===== src/rtl/uart_rx_ctrl_if.sv =====
// Bus/core-side signal bundle for the UART receive controller.
// master: RX core plus register interface (drives requests, reads status).
// slave:  the receive controller itself.
interface uart_rx_ctrl_if #(
  parameter int DEPTH = 8,
  parameter int DW    = 8
);
  localparam int AW = $clog2(DEPTH);

  // Requests from the RX core and the bus
  logic          rx_en_i;
  logic [15:0]   baud_i;
  logic          rx_done_i;
  logic [DW-1:0] rx_data_i;
  logic          rx_start_i;
  logic [AW:0]   thresh_i;
  logic [5:0]    to_bits_i;
  logic          rd_en_i;
  logic          clr_i;

  // Status and data back to the bus
  logic [DW-1:0] rd_data_o;
  logic [AW:0]   level_o;
  logic          empty_o;
  logic          full_o;
  logic          ovf_o;
  logic          timeout_o;
  logic          irq_o;

  modport master (
    output rx_en_i, baud_i, rx_done_i, rx_data_i, rx_start_i,
           thresh_i, to_bits_i, rd_en_i, clr_i,
    input  rd_data_o, level_o, empty_o, full_o, ovf_o, timeout_o, irq_o
  );

  modport slave (
    input  rx_en_i, baud_i, rx_done_i, rx_data_i, rx_start_i,
           thresh_i, to_bits_i, rd_en_i, clr_i,
    output rd_data_o, level_o, empty_o, full_o, ovf_o, timeout_o, irq_o
  );
endinterface


===== src/rtl/uart_rx_ctrl.sv =====
// UART receive controller: show-ahead RX FIFO, sticky overflow flag,
// character-timeout timer counted in bit periods, and a single interrupt
// combining level threshold, timeout and overflow.
module uart_rx_ctrl #(
  parameter int DEPTH = 8,
  parameter int DW    = 8
) (
  input  logic           clk_i,
  input  logic           rst_i,
  uart_rx_ctrl_if.slave  bus
);
  localparam int AW = $clog2(DEPTH);
  localparam logic [AW:0] FULL_LEVEL = (AW+1)'(DEPTH);

  typedef enum logic [1:0] {IDLE, COUNT, FIRED} state_e;

  // FIFO storage and bookkeeping
  logic [DW-1:0] mem_q [DEPTH];
  logic [AW-1:0] wr_ptr_q, rd_ptr_q;
  logic [AW:0]   level_q, level_d;
  logic          ovf_q;

  // Timer state
  state_e        state_q, state_d;
  logic [15:0]   clk_cnt_q, clk_cnt_d;
  logic [5:0]    bit_cnt_q, bit_cnt_d;

  logic empty, full;
  logic pop_ok, push_ok, drop;
  logic [15:0] baud_last;
  logic tick, last_tick;
  logic to_en;

  assign empty   = (level_q == '0);
  assign full    = (level_q == FULL_LEVEL);
  assign pop_ok  = bus.rd_en_i & ~empty;
  // A full FIFO still accepts a byte when a pop frees a slot in the same cycle
  assign push_ok = bus.rx_en_i & bus.rx_done_i & (~full | pop_ok);
  assign drop    = bus.rx_en_i & bus.rx_done_i & full & ~pop_ok;
  assign to_en   = (bus.to_bits_i != 6'd0);

  // Baud of 0 or 1 both mean a tick every clock
  assign baud_last = (bus.baud_i <= 16'd1) ? 16'd0 : (bus.baud_i - 16'd1);
  // >= rather than == keeps the counters bounded if baud/to_bits shrink mid-count
  assign tick      = (clk_cnt_q >= baud_last);
  assign last_tick = tick & (({1'b0, bit_cnt_q} + 7'd1) >= {1'b0, bus.to_bits_i});

  // Next FIFO occupancy from the accepted push/pop pair
  always_comb begin
    level_d = level_q;
    case ({push_ok, pop_ok})
      2'b10:   level_d = level_q + 1'b1;
      2'b01:   level_d = level_q - 1'b1;
      default: level_d = level_q;
    endcase
  end

  // FIFO pointers, level and sticky overflow; flush on clr wins over push/pop
  always_ff @(posedge clk_i or posedge rst_i) begin
    if (rst_i) begin
      wr_ptr_q <= '0;
      rd_ptr_q <= '0;
      level_q  <= '0;
      ovf_q    <= 1'b0;
    end else if (bus.clr_i) begin
      wr_ptr_q <= '0;
      rd_ptr_q <= '0;
      level_q  <= '0;
      ovf_q    <= 1'b0;
    end else begin
      if (push_ok) wr_ptr_q <= wr_ptr_q + 1'b1;
      if (pop_ok)  rd_ptr_q <= rd_ptr_q + 1'b1;
      level_q <= level_d;
      if (drop) ovf_q <= 1'b1;
    end
  end

  // FIFO data array; contents need no reset since reads are masked when empty
  always_ff @(posedge clk_i) begin
    if (push_ok && !bus.clr_i && !rst_i) mem_q[wr_ptr_q] <= bus.rx_data_i;
  end

  // Timer state and counters register
  always_ff @(posedge clk_i or posedge rst_i) begin
    if (rst_i) begin
      state_q   <= IDLE;
      clk_cnt_q <= '0;
      bit_cnt_q <= '0;
    end else if (bus.clr_i) begin
      state_q   <= IDLE;
      clk_cnt_q <= '0;
      bit_cnt_q <= '0;
    end else begin
      state_q   <= state_d;
      clk_cnt_q <= clk_cnt_d;
      bit_cnt_q <= bit_cnt_d;
    end
  end

  // Timer next-state decode
  always_comb begin
    state_d = state_q;
    case (state_q)
      IDLE: begin
        if (push_ok && to_en) state_d = COUNT;
      end
      COUNT: begin
        if (!bus.rx_en_i || !to_en || level_d == '0) state_d = IDLE;
        else if (push_ok || bus.rx_start_i)          state_d = COUNT;
        else if (last_tick)                          state_d = FIRED;
      end
      FIRED: begin
        if (!bus.rx_en_i)  state_d = IDLE;
        else if (push_ok)  state_d = to_en ? COUNT : IDLE;
        else if (pop_ok)   state_d = (level_d != '0 && to_en) ? COUNT : IDLE;
      end
      default: state_d = IDLE;
    endcase
  end

  // Counters run only while staying in COUNT; any entry, restart or exit clears them
  always_comb begin
    clk_cnt_d = '0;
    bit_cnt_d = '0;
    if (state_q == COUNT && state_d == COUNT && !push_ok && !bus.rx_start_i) begin
      if (tick) begin
        clk_cnt_d = '0;
        bit_cnt_d = bit_cnt_q + 1'b1;
      end else begin
        clk_cnt_d = clk_cnt_q + 1'b1;
        bit_cnt_d = bit_cnt_q;
      end
    end
  end

  // Outputs decoded from registered state only
  always_comb begin
    bus.timeout_o = (state_q == FIRED);
    bus.ovf_o     = ovf_q;
    bus.level_o   = level_q;
    bus.empty_o   = empty;
    bus.full_o    = full;
    bus.rd_data_o = empty ? '0 : mem_q[rd_ptr_q];
    bus.irq_o     = ovf_q | (state_q == FIRED) |
                    ((bus.thresh_i != '0) && (level_q >= bus.thresh_i));
  end
endmodule


===== src/flat_wrapper.sv =====
// flat-port wrapper written by rule: the top's interface ports become plain ports
module uart_rx_ctrl_flat 
#(
  parameter int DEPTH = 8,
  parameter int DW    = 8
)
  (clk_i, rst_i, bus_rx_en_i, bus_baud_i, bus_rx_done_i, bus_rx_data_i, bus_rx_start_i, bus_thresh_i, bus_to_bits_i, bus_rd_en_i, bus_clr_i, bus_rd_data_o, bus_level_o, bus_empty_o, bus_full_o, bus_ovf_o, bus_timeout_o, bus_irq_o);
  uart_rx_ctrl_if #(.DEPTH(DEPTH), .DW(DW)) bus_i ();
  input  logic clk_i;
  input  logic rst_i;
  input wire logic [$bits(bus_i.rx_en_i)-1:0] bus_rx_en_i;
  input wire logic [$bits(bus_i.baud_i)-1:0] bus_baud_i;
  input wire logic [$bits(bus_i.rx_done_i)-1:0] bus_rx_done_i;
  input wire logic [$bits(bus_i.rx_data_i)-1:0] bus_rx_data_i;
  input wire logic [$bits(bus_i.rx_start_i)-1:0] bus_rx_start_i;
  input wire logic [$bits(bus_i.thresh_i)-1:0] bus_thresh_i;
  input wire logic [$bits(bus_i.to_bits_i)-1:0] bus_to_bits_i;
  input wire logic [$bits(bus_i.rd_en_i)-1:0] bus_rd_en_i;
  input wire logic [$bits(bus_i.clr_i)-1:0] bus_clr_i;
  output wire logic [$bits(bus_i.rd_data_o)-1:0] bus_rd_data_o;
  output wire logic [$bits(bus_i.level_o)-1:0] bus_level_o;
  output wire logic [$bits(bus_i.empty_o)-1:0] bus_empty_o;
  output wire logic [$bits(bus_i.full_o)-1:0] bus_full_o;
  output wire logic [$bits(bus_i.ovf_o)-1:0] bus_ovf_o;
  output wire logic [$bits(bus_i.timeout_o)-1:0] bus_timeout_o;
  output wire logic [$bits(bus_i.irq_o)-1:0] bus_irq_o;
  assign bus_i.rx_en_i = bus_rx_en_i;
  assign bus_i.baud_i = bus_baud_i;
  assign bus_i.rx_done_i = bus_rx_done_i;
  assign bus_i.rx_data_i = bus_rx_data_i;
  assign bus_i.rx_start_i = bus_rx_start_i;
  assign bus_i.thresh_i = bus_thresh_i;
  assign bus_i.to_bits_i = bus_to_bits_i;
  assign bus_i.rd_en_i = bus_rd_en_i;
  assign bus_i.clr_i = bus_clr_i;
  assign bus_rd_data_o = bus_i.rd_data_o;
  assign bus_level_o = bus_i.level_o;
  assign bus_empty_o = bus_i.empty_o;
  assign bus_full_o = bus_i.full_o;
  assign bus_ovf_o = bus_i.ovf_o;
  assign bus_timeout_o = bus_i.timeout_o;
  assign bus_irq_o = bus_i.irq_o;
  uart_rx_ctrl #(.DEPTH(DEPTH), .DW(DW)) u_core (.clk_i(clk_i), .rst_i(rst_i), .bus(bus_i));
endmodule

===== config.mk =====
export PLATFORM = sky130hd
export DESIGN_NAME = uart_rx_ctrl_flat
export DESIGN_NICKNAME = d
export VERILOG_FILES = /design/src/rtl/uart_rx_ctrl_if.sv /design/src/rtl/uart_rx_ctrl.sv /design/src/flat_wrapper.sv
export SDC_FILE = /design/constraint.sdc
export NUM_CORES = 1
export LEC_CHECK = 0
export ABC_AREA = 0
export CORE_UTILIZATION = 55
export CTS_BUF_LIST = sky130_fd_sc_hd__clkbuf_2
export CTS_CLUSTER_DIAMETER = 30
export DETAILED_ROUTE_END_ITERATION = 6
export PLACE_DENSITY = 0.89
export REMOVE_ABC_BUFFERS = 1
export SLEW_MARGIN = 20
export SYNTH_ARGS = -nofsm -noshare
export SYNTH_HDL_FRONTEND = slang
export SYNTH_SLANG_ARGS = --single-unit

===== constraint.sdc =====
create_clock -name clk_i -period 4 [get_ports clk_i]
set_clock_uncertainty 0.2 [all_clocks]
set_input_delay 0.4 -clock clk_i [delete_from_list [all_inputs] [get_ports clk_i]]
set_output_delay 0.4 -clock clk_i [all_outputs]
set_load 0.005 [all_outputs]

After elaboration in Yosys (flattened, before gate mapping)
Memories as Yosys holds them, arrays and structs flattened.
Index checks and enable logic that the tools add are counted.

word-level totals
  memories = 1
  input port bits = 41
  output and inout bits = 17
  bits in writable memories = 64
  register bits after elaboration = 35
  word-level logic and storage cells = 94

memory list
  name          words  width  rd ports  clocked after memory_dff  write ports  RTL line            source
  u_core.mem_q  8      8      1         0                         1            uart_rx_ctrl.sv:18  logic [DW-1:0] mem_q [DEPTH];

cells by class
  magnitude comparators = 4
  bitwise operators = 12
  multiplexer cells = 29
  reductions and logical operators = 26
  eq/ne operators = 7
  add/sub/neg operators = 8

operator list
  cell                     count
  $mux W16                 4
  $mux W6                  3
  $add A16 B1 Y16 const B  1
  $ge A16 B16 Y1           1
  $le A16 B1 Y1 const B    1
  $mux W2                  8
  $sub A16 B1 Y16 const B  1
  $mux W3                  4
  $logic_and A1 B1 Y1      8
  $logic_not A4 Y1         2
  $mux W8                  1
  $pmux W4 S2              1
  $reduce_bool A4 Y1       2
  $add A6 B1 Y7 const B    1
  $ge A7 B6 Y1             1
  $add A3 B1 Y3 const B    2
  $add A6 B1 Y6 const B    1
  $and A1 B1 Y1            6
  $eq A2 B1 Y1 const B     3
  $logic_not A1 Y1         6
  $mux W1                  6
  $pmux W2 S3              1
  $reduce_bool A2 Y1       3
  $reduce_bool A6 Y1       1
  11 further kinds         18

Logic depth before layout (Yosys ltp)
Gate-level depths: netlist (run 1).

  depth in word-level cells = 20
  depth in mapped cells = 16
  mapped depth without buffers = 14

Worst setup path before layout (run 1)
OpenSTA, ideal clock, no wires.

  kind = input-to-reg
  from = input port bus_baud_i[3]
  to = register u_core.clk_cnt_q[9]
  path slack = -0.239 ns
  stages = 15
  data arrival time = 3.971 ns
  buffers on the path = 2
  setup time = 0.069 ns
  required time = 3.731 ns
  cell sequence = or3_1 > nor4_1 > nand2_1 > nor3_1 > xor2_1 > nand2_1 > ha_1 > a211oi_1 > nor2_1 > or3_1 > a211oi_2 > or4b_1 > buf_2 > buf_12 > nor2_4

on the way
  cells in the longest elaborated chain, start to end = 14
  elaborated cells on any way between the ends = 16
  those cells by class = add/sub: 1; order compare: 2; eq/ne: 1; mux: 8; bitwise: 1; reduce/logical: 3

RTL lines
  item                                                     RTL line             source
  start, declared                                          flat_wrapper.sv:12   input wire logic [$bits(bus_i.baud_i)-1:0] bus_baud_i;
  $sub A16 B1 Y16 / $le A16 B1 Y1 (equally long branches)  uart_rx_ctrl.sv:43   assign baud_last = (bus.baud_i <= 16'd1) ? 16'd0 : (bus.baud_i - 16'd1);
  $mux W16 *                                               uart_rx_ctrl.sv:43
  $ge A16 B16 Y1 *                                         uart_rx_ctrl.sv:45   assign tick = (clk_cnt_q >= baud_last);
  $and A1 B1 Y1                                            uart_rx_ctrl.sv:46   assign last_tick = tick & (({1'b0, bit_cnt_q} + 7'd1) >= {1'b0, bus.to_bits_i});
  $mux W2                                                  uart_rx_ctrl.sv:110  else if (last_tick) state_d = FIRED;
  $mux W2                                                  uart_rx_ctrl.sv:109  else if (push_ok || bus.rx_start_i) state_d = COUNT;
  $mux W2                                                  uart_rx_ctrl.sv:108  if (!bus.rx_en_i || !to_en || level_d == '0) state_d = IDLE;
  $pmux W2 S3                                              uart_rx_ctrl.sv:103  case (state_q)
  $eq A2 B1 Y1                                             uart_rx_ctrl.sv:125  if (state_q == COUNT && state_d == COUNT && !push_ok && !bus.rx_start_i) begin
  $logic_and A1 B1 Y1 (3 in series)                        uart_rx_ctrl.sv:125
  $mux W16 *                                               uart_rx_ctrl.sv:125
  $mux W16 *                                               uart_rx_ctrl.sv:89   end else if (bus.clr_i) begin
  end signal, assigned                                     uart_rx_ctrl.sv:95   clk_cnt_q <= clk_cnt_d;
  end, declared                                            uart_rx_ctrl.sv:25   logic [15:0] clk_cnt_q, clk_cnt_d;

Mark *: on every way between the ends. The rest lies on a longest branch, timed or not.
A chain may end at the register's enable or synchronous reset.

Worst setup path after layout (run 1)
  from = input port bus_baud_i[3]
  to = register u_core.clk_cnt_q[15]

The elaborated chain is that of the path after synthesis.

==> results of run 1 <==
-- what timing repair did --
item | CTS | global route
resized for setup | 0 | 10
setup buffers | 0 | 0
endpoints found under the setup margin | 0 | 23
-- worst paths after layout --
path	end	depth (start not counted)	from
setup / recovery	u_core.clk_cnt_q[15]	17	bus_baud_i[3]
hold / removal	u_core.wr_ptr_q[2]	3	rst_i
setup reg to reg	u_core.clk_cnt_q[4]	12	u_core.bus.level_o[3]
hold reg to reg	u_core.clk_cnt_q[0]	1	u_core.clk_cnt_q[0]
max in group asynchronous	u_core.bus.level_o[3]	3	rst_i
min in group clk_i	u_core.mem_q[4][7]	1	bus_rx_data_i[7]
-- logic make-up after synthesis --
family	count (synthesis)	share of synthesized area, %
mux	25	8.25
simple gates	176	16.2
flops	99	51.2
compound gates	45	6.33
buf+inv	37	2.89
fa+ha+maj	35	8.16
xor+xnor	43	6.90
-- through the flow --
step	instances	TNS, ns	hold slack, ns
floorplan	446	-8.72	0.263
global placement	675	-5.75	0.307
detailed placement	675	-8.08	0.311
CTS	691	0	0.128
global route	691	-0.0105	0.130
finish	691	0	0.160
-- worst max-delay path: cells and delay by family --
family,cells,cell delay [ns]
AO/OA/AOI/OAI,2,0.34
XOR/XNOR,1,0.16
adder cells (fa/ha/maj),1,0.30
buffers and inverters,4,0.92
AND/OR/NAND/NOR,9,2.01
-- per-layer routing --
metal,vias up,wire [um],track usage [%]
li1,1868,-,-
met1,1880,4610,28.0
met2,113,5890,41.7
met3,23,459,3.80
met4,0,181,9.03
met5,-,0,0
-- power groups by stage --
stage | clock network [uW] | logic, uW | registers, uW
6_report | 434 | 828 | 1150
5_1_grt | 483 | 906 | 1150
4_1_cts | 440 | 831 | 1150
3_5_place_dp | 0 | 828 | 1170
3_3_place_gp | 0 | 790 | 1170
2_1_floorplan | 0 | 420 | 1200
-- Yosys cell counts, types with 2 or more instances --
cell type / n
xnor2_1: 17
ha_1: 34
edfxtp_1: 64
nand4_1: 4
nor2_4: 8
or3_1: 5
o21ai_0: 6
nor3_1: 9
buf_2: 2
clkbuf_1: 8
or4b_1: 2
buf_1: 3
nor2_1: 54
nand3_1: 22
nor2_2: 2
and3_1: 6
mux2i_1: 9
a211oi_1: 5
a21oi_1: 7
a21o_1: 6
o21bai_1: 2
xor2_1: 26
a31oi_1: 2
nor4_1: 8
or4_1: 3
nand2_1: 40
nand2b_1: 5
dfrtp_1: 35
nor2b_1: 3
mux4_2: 16
inv_1: 22
-- cell usage in the layout (no fill, tap or decap), types with 7 or more instances in the layout --
cell type / netlist / layout
xor2_1: 26 / 26
edfxtp_1: 64 / 64
dfrtp_1: 35 / 34
xnor2_1: 17 / 17
mux4_2: 16 / 16
nand2_1: 40 / 39
clkdlybuf4s50_1: 0 / 57
nor2_4: 8 / 8
inv_1: 22 / 22
nand3_1: 22 / 22
ha_1: 34 / 34
mux2i_1: 9 / 9
nor2_1: 54 / 53
nor3_1: 9 / 7
a21oi_1: 7 / 7
clkbuf_2: 0 / 9
buf_4: 0 / 42
-- registers in the layout (all words and copies together), names as in the netlist --
| name | flops |
|---|---|
| u_core.wr_ptr_q | 3 |
| u_core.bus.ovf_o | 1 |
| u_core.mem_q | 64 |
| u_core.bit_cnt_q | 6 |
| u_core.state_q | 2 |
| u_core.rd_ptr_q | 3 |
| u_core.clk_cnt_q | 16 |
| u_core.bus.level_o | 4 |
-- cell type report --
type | count | area [sq um] | share of cell area [%]
clock buffer | 9 | 45.0 | 0.682
clock inverter | 7 | 60.1 | 0.910
inverter | 23 | 86.3 | 1.31
multi-input combinational | 324 | 2540 | 38.5
sequential | 99 | 2800 | 42.4
tap | 129 | 161 | 2.45
timing repair buffer | 100 | 906 | 13.7
==> results, run 1 <==
- The run finished with clean final reports.
- Walking the worst path, the cells encountered are clkdlybuf4s50_1 -> or3_1 -> nor4_1 -> buf_4 -> nand2_2 -> buf_4 -> nor2_1 -> xor2_1 -> nand2_1 -> ha_1 -> nand4_1 -> a211oi_1 -> or3_1 -> a211oi_2 -> or4b_4 -> buf_12 -> nor2_1.
- Wires add up to 11,100 um.
- Buffers inserted to repair hold after CTS numbered 0.
- For this run, the post-layout net count is 633.
- The clock-pin slew on the worst setup and hold paths is 0.27 ns.
- TritonCTS built the clock tree.
- After the first detailed-routing iteration, the DRC count stood at 209.
- The arrival time at the worst endpoint is 4.15 ns.
- The post-route netlist has 18.1% of its cells at a drive strength greater than 1.
- The sort of element at the end of the critical path is a flip-flop.
- The post-layout total power is around 2400 uW.
- The level count of the clock H-tree is 3.
- The achievable clock frequency is 259 MHz.
- The clock passes through at most 2 buffers.
- The post-detailed-route via-to-cell ratio is about 5.6.
- The floorplan has 35 rows.
- Net switching is 31.4% of the power.
- The peak supply drop is 0.233 mV.
- The sort of element at the start of the critical path is an input pin.
- The synthesized design spends more area on one cell type than any other, namely edfxtp_1.
- Summing the sequential cell areas from Yosys gives 51.2% of the chip area.
- Counting I/O delays and the setup requirement, the final critical path takes 3.86 ns.
- The register share of total power is 47.7%.
- Cells fill 70.1% of the core in the end.
- The starting density of the core is 58.0%.
- The final critical path takes up 96.4% of the cycle.
- Summed over all cells, the static leakage comes to ~0.0026 uW.
- The placed instances occupy a cell area of about 6500 sq um.
- The die covers 10,300 sq um.
- The clock latency of the later-clocked register in the worst-skew pair is 0.54 ns.
- The worst slack at placement is -0.429 ns.
- The detail route stage leaves a number of antenna-violating nets equal to 0.
- Of all nets on the critical path, the largest fanout is 16.
- The average wire per cell in the routed design is 16.1 um.
- The number of buffers inserted by port buffering is 57.
- The number of fill cells in the layout is 636.
- At the pin with the least slew margin, the transition time is around 0.77 ns.
- Yosys mapped a number of flops with a built-in enable equal to 64.
- The first detailed-routing pass took 5 iterations.
- Counting flops and latches in the post-synthesis netlist gives 99.
- The via count of the first global-routing pass came to ~4,000.
- From bottom edge to top edge, the die measures 102 um.
- By area the synthesized netlist is led by edfxtp_1 (35%), dfrtp_1 (16%), ha_1 (7.8%).
- The total count of hold-check failures in the final report came to 0.
- The number of buffers inserted during clock tree synthesis is 9.
- The post-detailed-placement half-perimeter wirelength is 8380 um.
- The net switching power is about 760 uW.
- The number of antenna violations at the first check in global routing is 0.
- The total of warnings raised by yosys is 0.
- The final-report max-slew violation count is 0.
- For this block, the via count after detailed routing is approximately 3,900.
- The clock network power share is 18.0%.
- Headroom to the max-slew limit came out at 48.6%.
- Entering global routing, the biggest net connects 37 pins.
- The share of async-settable or async-resettable flops after synthesis is 35.4%.
- The number of distinct library cell variants in the gate-level netlist after synthesis is 56.
- The cell area after layout is 6600 sq um.
- The core region is 9420 sq um.
- The master of the slowest instance on the critical path is or4b_4.
- The diode insertion count for antenna repair is 0.
- STA puts the critical path data required time at 4.29 ns.
- Combinational logic burns 34.3% of the power.
- The most used flip-flop cell after synthesis is edfxtp_1.
- The post-synthesis area per instance is approximately 12 sq um.
- The design internal power is about 1700 uW.
- The final critical-path setup slack is ~0.14 ns.
- The critical path is of the input pin to flip-flop type.
- The post-synthesis instance area is approximately 5500 sq um.
- The final weighted congestion in routability-driven placement is 0.869.
- The die span in x is 102 um.
- The stage delay of the slowest cell on the critical path is 0.51 ns.
- The max-cap check violation count is 0.
- The growth of design area from synthesis to finish is 20.9%.
- The count of final setup violators is 0.
- The power density over the cells is 366 nW/um^2.
- Synthesis handed over a netlist of 460 instances.
- In the global route stage, overall resource usage came out at 23.2%.
- For this run, design rule violations remaining after detail routing come to 0.
- The number of clock sinks seen by CTS is 99.
- The path class of the tightest hold or removal check is input pin to asynchronous set/reset pin.
- The tree is rooted in a clkbuf_2.
- The slack of the worst reg-to-reg path is roughly 0.18 ns.
- After global routing the overflow that remains totals 0.
- The global-route wire length before repair is ~18,000 um.
- In this run the biggest area consumer among cell types represents 35.2% of the synthesized area.
- During I/O placement, the number of pins put on the boundary was 58.
Power figures use the tool's default switching activity.
==> run 2, diff against run 1 <==
--- a/config.mk
+++ b/config.mk
@@ -12,7 +12,7 @@
 export DETAILED_ROUTE_END_ITERATION = 6
 export PLACE_DENSITY = 0.89
 export REMOVE_ABC_BUFFERS = 1
-export SLEW_MARGIN = 20
+export SLEW_MARGIN = 30
 export SYNTH_ARGS = -nofsm -noshare
 export SYNTH_HDL_FRONTEND = slang
 export SYNTH_SLANG_ARGS = --single-unit
==> constraint.sdc (replaced) <==
create_clock -name clk_i -period 4 [get_ports clk_i]
set_clock_uncertainty 0.2 [all_clocks]
set_input_delay 1 -clock clk_i [delete_from_list [all_inputs] [get_ports clk_i]]
set_output_delay 1 -clock clk_i [all_outputs]
set_load 0.005 [all_outputs]
==> run 2 against run 1 <==
Total power grew 1.7%. Sequential cell count is the same. Largest power group unchanged. Core utilization grew 3.3 points. Sequential share of layout area shrank 1.9 points. Wire length grew 7.9%. Die area is the same. Count of clock-buffer cells in the layout is the same. Non-clock buffer count grew 9. Clock power grew 7.1%. Sequential power is essentially flat. Critical endpoint is now u_core.clk_cnt_q[4].
==> results, run 2 (synthesis results as in run 1) <==
- The clock latency of the later-clocked register in the worst-skew pair came to 0.58 ns (+0.04 ns).
- The most common library cell in the layout ignoring fill and taps is edfxtp_1.
- The worst slack at placement is -1.05 ns (-0.624 ns).
- The final-report max-slew violation count is 0 (unchanged).
- The number of buffers added for setup after CTS is 0 (unchanged).
- The flow ran to the end, and the final reports show no timing, DRC or antenna violations.
- The maximum number of pins on one net before global-route repair is 36 (-2.7%).
- The level count of the clock H-tree came to 3 (unchanged).
- The violation count after the first detailed-routing iteration is 223 (+6.7%).
- The net switching power is 788 uW (+3.8%).
- The cell area after placement is 6520 sq um (+0.93%).
- The vias after detailed routing came to 3,973 (+2.3%).
- The max-cap check violation count was 0 (unchanged).
- The via count of the first global-routing pass came to 4,114 (+2.4%).
- In the layout the commonest cells are edfxtp_1 (64), buf_4 (48), nor2_1 (47), clkdlybuf4s50_1 (44), nand2_1 (36).
- The count of final setup violators was 0 (unchanged).
- The total count of hold-check failures in the final report came to 0 (unchanged).
- The die span in x is 102 um (unchanged).
- The clock network power share is 18.9% (+0.9 points).
- The cell area after layout is 6910 sq um (+4.7%).
- The final critical-path required period is 3.95 ns (+0.0960 ns).
- The DRC violation count after routing is 0 (unchanged).
- In this run the clock root is driven by a clkbuf_2.
- The max-slew headroom at the worst pin is 50.1% (+1.6 points).
- The most flop-heavy register is u_core.mem_q.
- The clock-pin slew on the worst setup and hold paths is 0.30 ns (+0.03 ns).
- The post-detailed-route via-to-cell ratio is 5.68 (+0.98%).
- The largest registers in the layout are u_core.mem_q x64, u_core.clk_cnt_q x16, u_core.bit_cnt_q x6.
- The die height was 102 um (unchanged).
- The peak supply drop is 0.215 mV (-8.0%).
- The final weighted congestion in routability-driven placement is 0.899 (+3.5%).
- The detailed-router iteration count before antenna repair is 5 (unchanged).
- The number of standard-cell rows in the floorplan is 35 (unchanged).
- The diode insertion count for antenna repair is 0 (unchanged).
- The switching fraction of total power is 32.1% (+0.66 points).
- The core region area is 9420 sq um (unchanged).
- The count of nets left with antenna violations after detail routing is 0 (unchanged).
- The achievable clock frequency came to 253 MHz (-2.4%).
- STA classifies the critical path endpoint as a flip-flop.
- The register share of total power was 47.3% (-0.4 points).
- The buffer and inverter count on the worst path is 3 (-1).
- The number of antenna violations at the first check in global routing came to 0 (unchanged).
- The required arrival time at the worst endpoint is 4.30 ns (about the same).
- The min-delay analysis places its worst path in the category flip-flop to flip-flop.
- Broken down by cell family, the worst path's largest delay share belongs to simple AND/OR/NAND/NOR gates.
- The count of boundary I/O pins was 58 (unchanged).
- The post-detailed-placement half-perimeter wirelength came to 8310 um (-0.92%).
- The number of buffers inserted during clock tree synthesis is 9 (unchanged).
- The area of the die is 10,300 sq um (unchanged).
- The critical path goes through clkdlybuf4s15_1 -> or4_4 -> buf_4 -> nor4_4 -> xor2_1 -> nand2_1 -> ha_1 -> nand4_1 -> a211oi_1 -> or3_1 -> a211oi_2 -> or4b_4 -> buf_12 -> nor2_4.
- The stage delay of the slowest cell on the critical path is 0.56 ns (+0.05 ns).
- The share of post-route cells with drive strength above 1 came to 24.3% (+6.2 points).
- The power density over the cells is 355 nW/um^2 (-2.9%).
- The transition time at the pin with the least slew margin is 0.748 ns (-0.0235 ns).
- The final cycle utilization of the critical path is 98.8% (+2.4 points).
- The aggregate routed wire length came to 12,000 um (+7.9%).
- The sum of overflow across all layers after global routing came to 0 (unchanged).
- The combinational group share of total power is 33.7% (-0.6 points).
- The deepest clock path buffer count was 2 (unchanged).
- The design internal power is 1670 uW (+0.70%).
- The slowest stage of the critical path belongs to the cell or4b_4.
- STA classifies the critical path startpoint as an input pin.
- The final critical-path setup slack was 0.0472 ns (-0.0960 ns).
- Setup repair after global routing left no endpoint under its margin.
- The category of the most critical setup path is input pin to flip-flop.
- The average wire per cell in the routed design is 17.2 um (+6.5%).
- The number of clock sinks seen by CTS is 99 (unchanged).
- The biggest fanout along the worst timing path is 8 (-8).
- The global-route wire length before repair is 19,400 um (+6.5%).
- TritonCTS built the clock tree.
- Compared with the post-synthesis result, the final layout area differs by 26.6%.
- The number of buffers inserted by port buffering is 57 (unchanged).
- The static leakage is 0.00278 uW (+6.0%).
- The flip-flop count of the largest register, all copies and words added was 64 (unchanged).
- The total routing usage reported by global routing is 24.8% (+1.6 points).
- The starting density of the core was 58.0% (unchanged).
- The arrival time at the worst endpoint is 4.25 ns (+0.10 ns).
- The net count of the finished layout is 642 (+1.4%).
- The number of buffers added to fix hold violations after cts came to 0 (unchanged).
[run 2: worst paths after layout]
kind	startpoint	to	slack, ns	cells past startpoint
max	bus_baud_i[10]	u_core.clk_cnt_q[4]	0.05	14
min	u_core.clk_cnt_q[0]	u_core.clk_cnt_q[0]	0.35	1
max reg2reg	u_core.bus.level_o[2]	u_core.clk_cnt_q[4]	0.28	12
min reg2reg	u_core.clk_cnt_q[0]	u_core.clk_cnt_q[0]	0.35	1
max in group asynchronous	rst_i	u_core.clk_cnt_q[7]	2.47	3
min in group asynchronous	rst_i	u_core.bus.ovf_o	0.77	3
[run 2: per-layer routing]
| metal | part of all wire [%] | vias to the layer above | global-route usage (%) |
|---|---|---|---|
| li1 | - | 1890 | - |
| met1 | 39 | 1938 | 29.0 |
| met2 | 54 | 122 | 46.2 |
| met3 | 5.0 | 23 | 3.59 |
| met4 | 1.9 | 0 | 9.03 |
| met5 | 0 | - | 0 |
[run 2: worst reg2reg max path, delay by kind of cell, from the launching register on]
kind,cells,cell delay (ns)
buffers and inverters,2,0.25
DFF,1,0.57
AOI/OAI and AO/OA,3,0.66
adders and majority gates,1,0.27
and+or+nand+nor,6,1.67
[run 2: repair_timing]
| item | in CTS | in global routing |
|---|---|---|
| cloned | 1 | 0 |
| gates resized for setup | 55 | 28 |
| setup endpoints to repair | 24 | 23 |
| pin swaps | 32 | 18 |
[run 2: power by group through the flow]
stage	Sequential [uW]	Clock [uW]	Combinational (uW)
after global routing	1170	501	911
after CTS	1160	466	821
after global placement	1180	0	782
after detailed placement	1180	0	816
after floorplan	1200	0	420
final	1160	465	828
[run 2: layout make-up]
type / instances / area (sq um)
timing repair buffer: 109 / 996
clock inverter: 7 / 71.3
sequential: 99 / 2800
tap: 129 / 161
clock buffer: 9 / 45.0
inverter: 23 / 86.3
fill: 637 / 2500
multi-input combinational: 324 / 2760
[run 2: per-stage QoR]
stage / hold slack [ns] / std cells / TNS [ns] / util, % / total power, uW
6_report: 0.347 / 700 / 0 / 73.4 / 2450
5_1_grt: 0.380 / 700 / 0 / 73.4 / 2580
4_1_cts: 0.337 / 700 / -0.285 / 72.0 / 2450
3_5_place_dp: 0.310 / 683 / -22.76 / 69.2 / 2000
3_3_place_gp: 0.310 / 683 / -19.94 / 69.2 / 1960
2_1_floorplan: 0.279 / 446 / -22.60 / - / 1620
==> run 3, diff against run 2 <==
--- a/config.mk
+++ b/config.mk
@@ -10,6 +10,7 @@
 export CTS_BUF_LIST = sky130_fd_sc_hd__clkbuf_2
 export CTS_CLUSTER_DIAMETER = 30
 export DETAILED_ROUTE_END_ITERATION = 6
+export GPL_ROUTABILITY_DRIVEN = 0
 export PLACE_DENSITY = 0.89
 export REMOVE_ABC_BUFFERS = 1
 export SLEW_MARGIN = 30
==> results of run 3 <==
Final layout, timing and power as in run 2 (identical DEF).
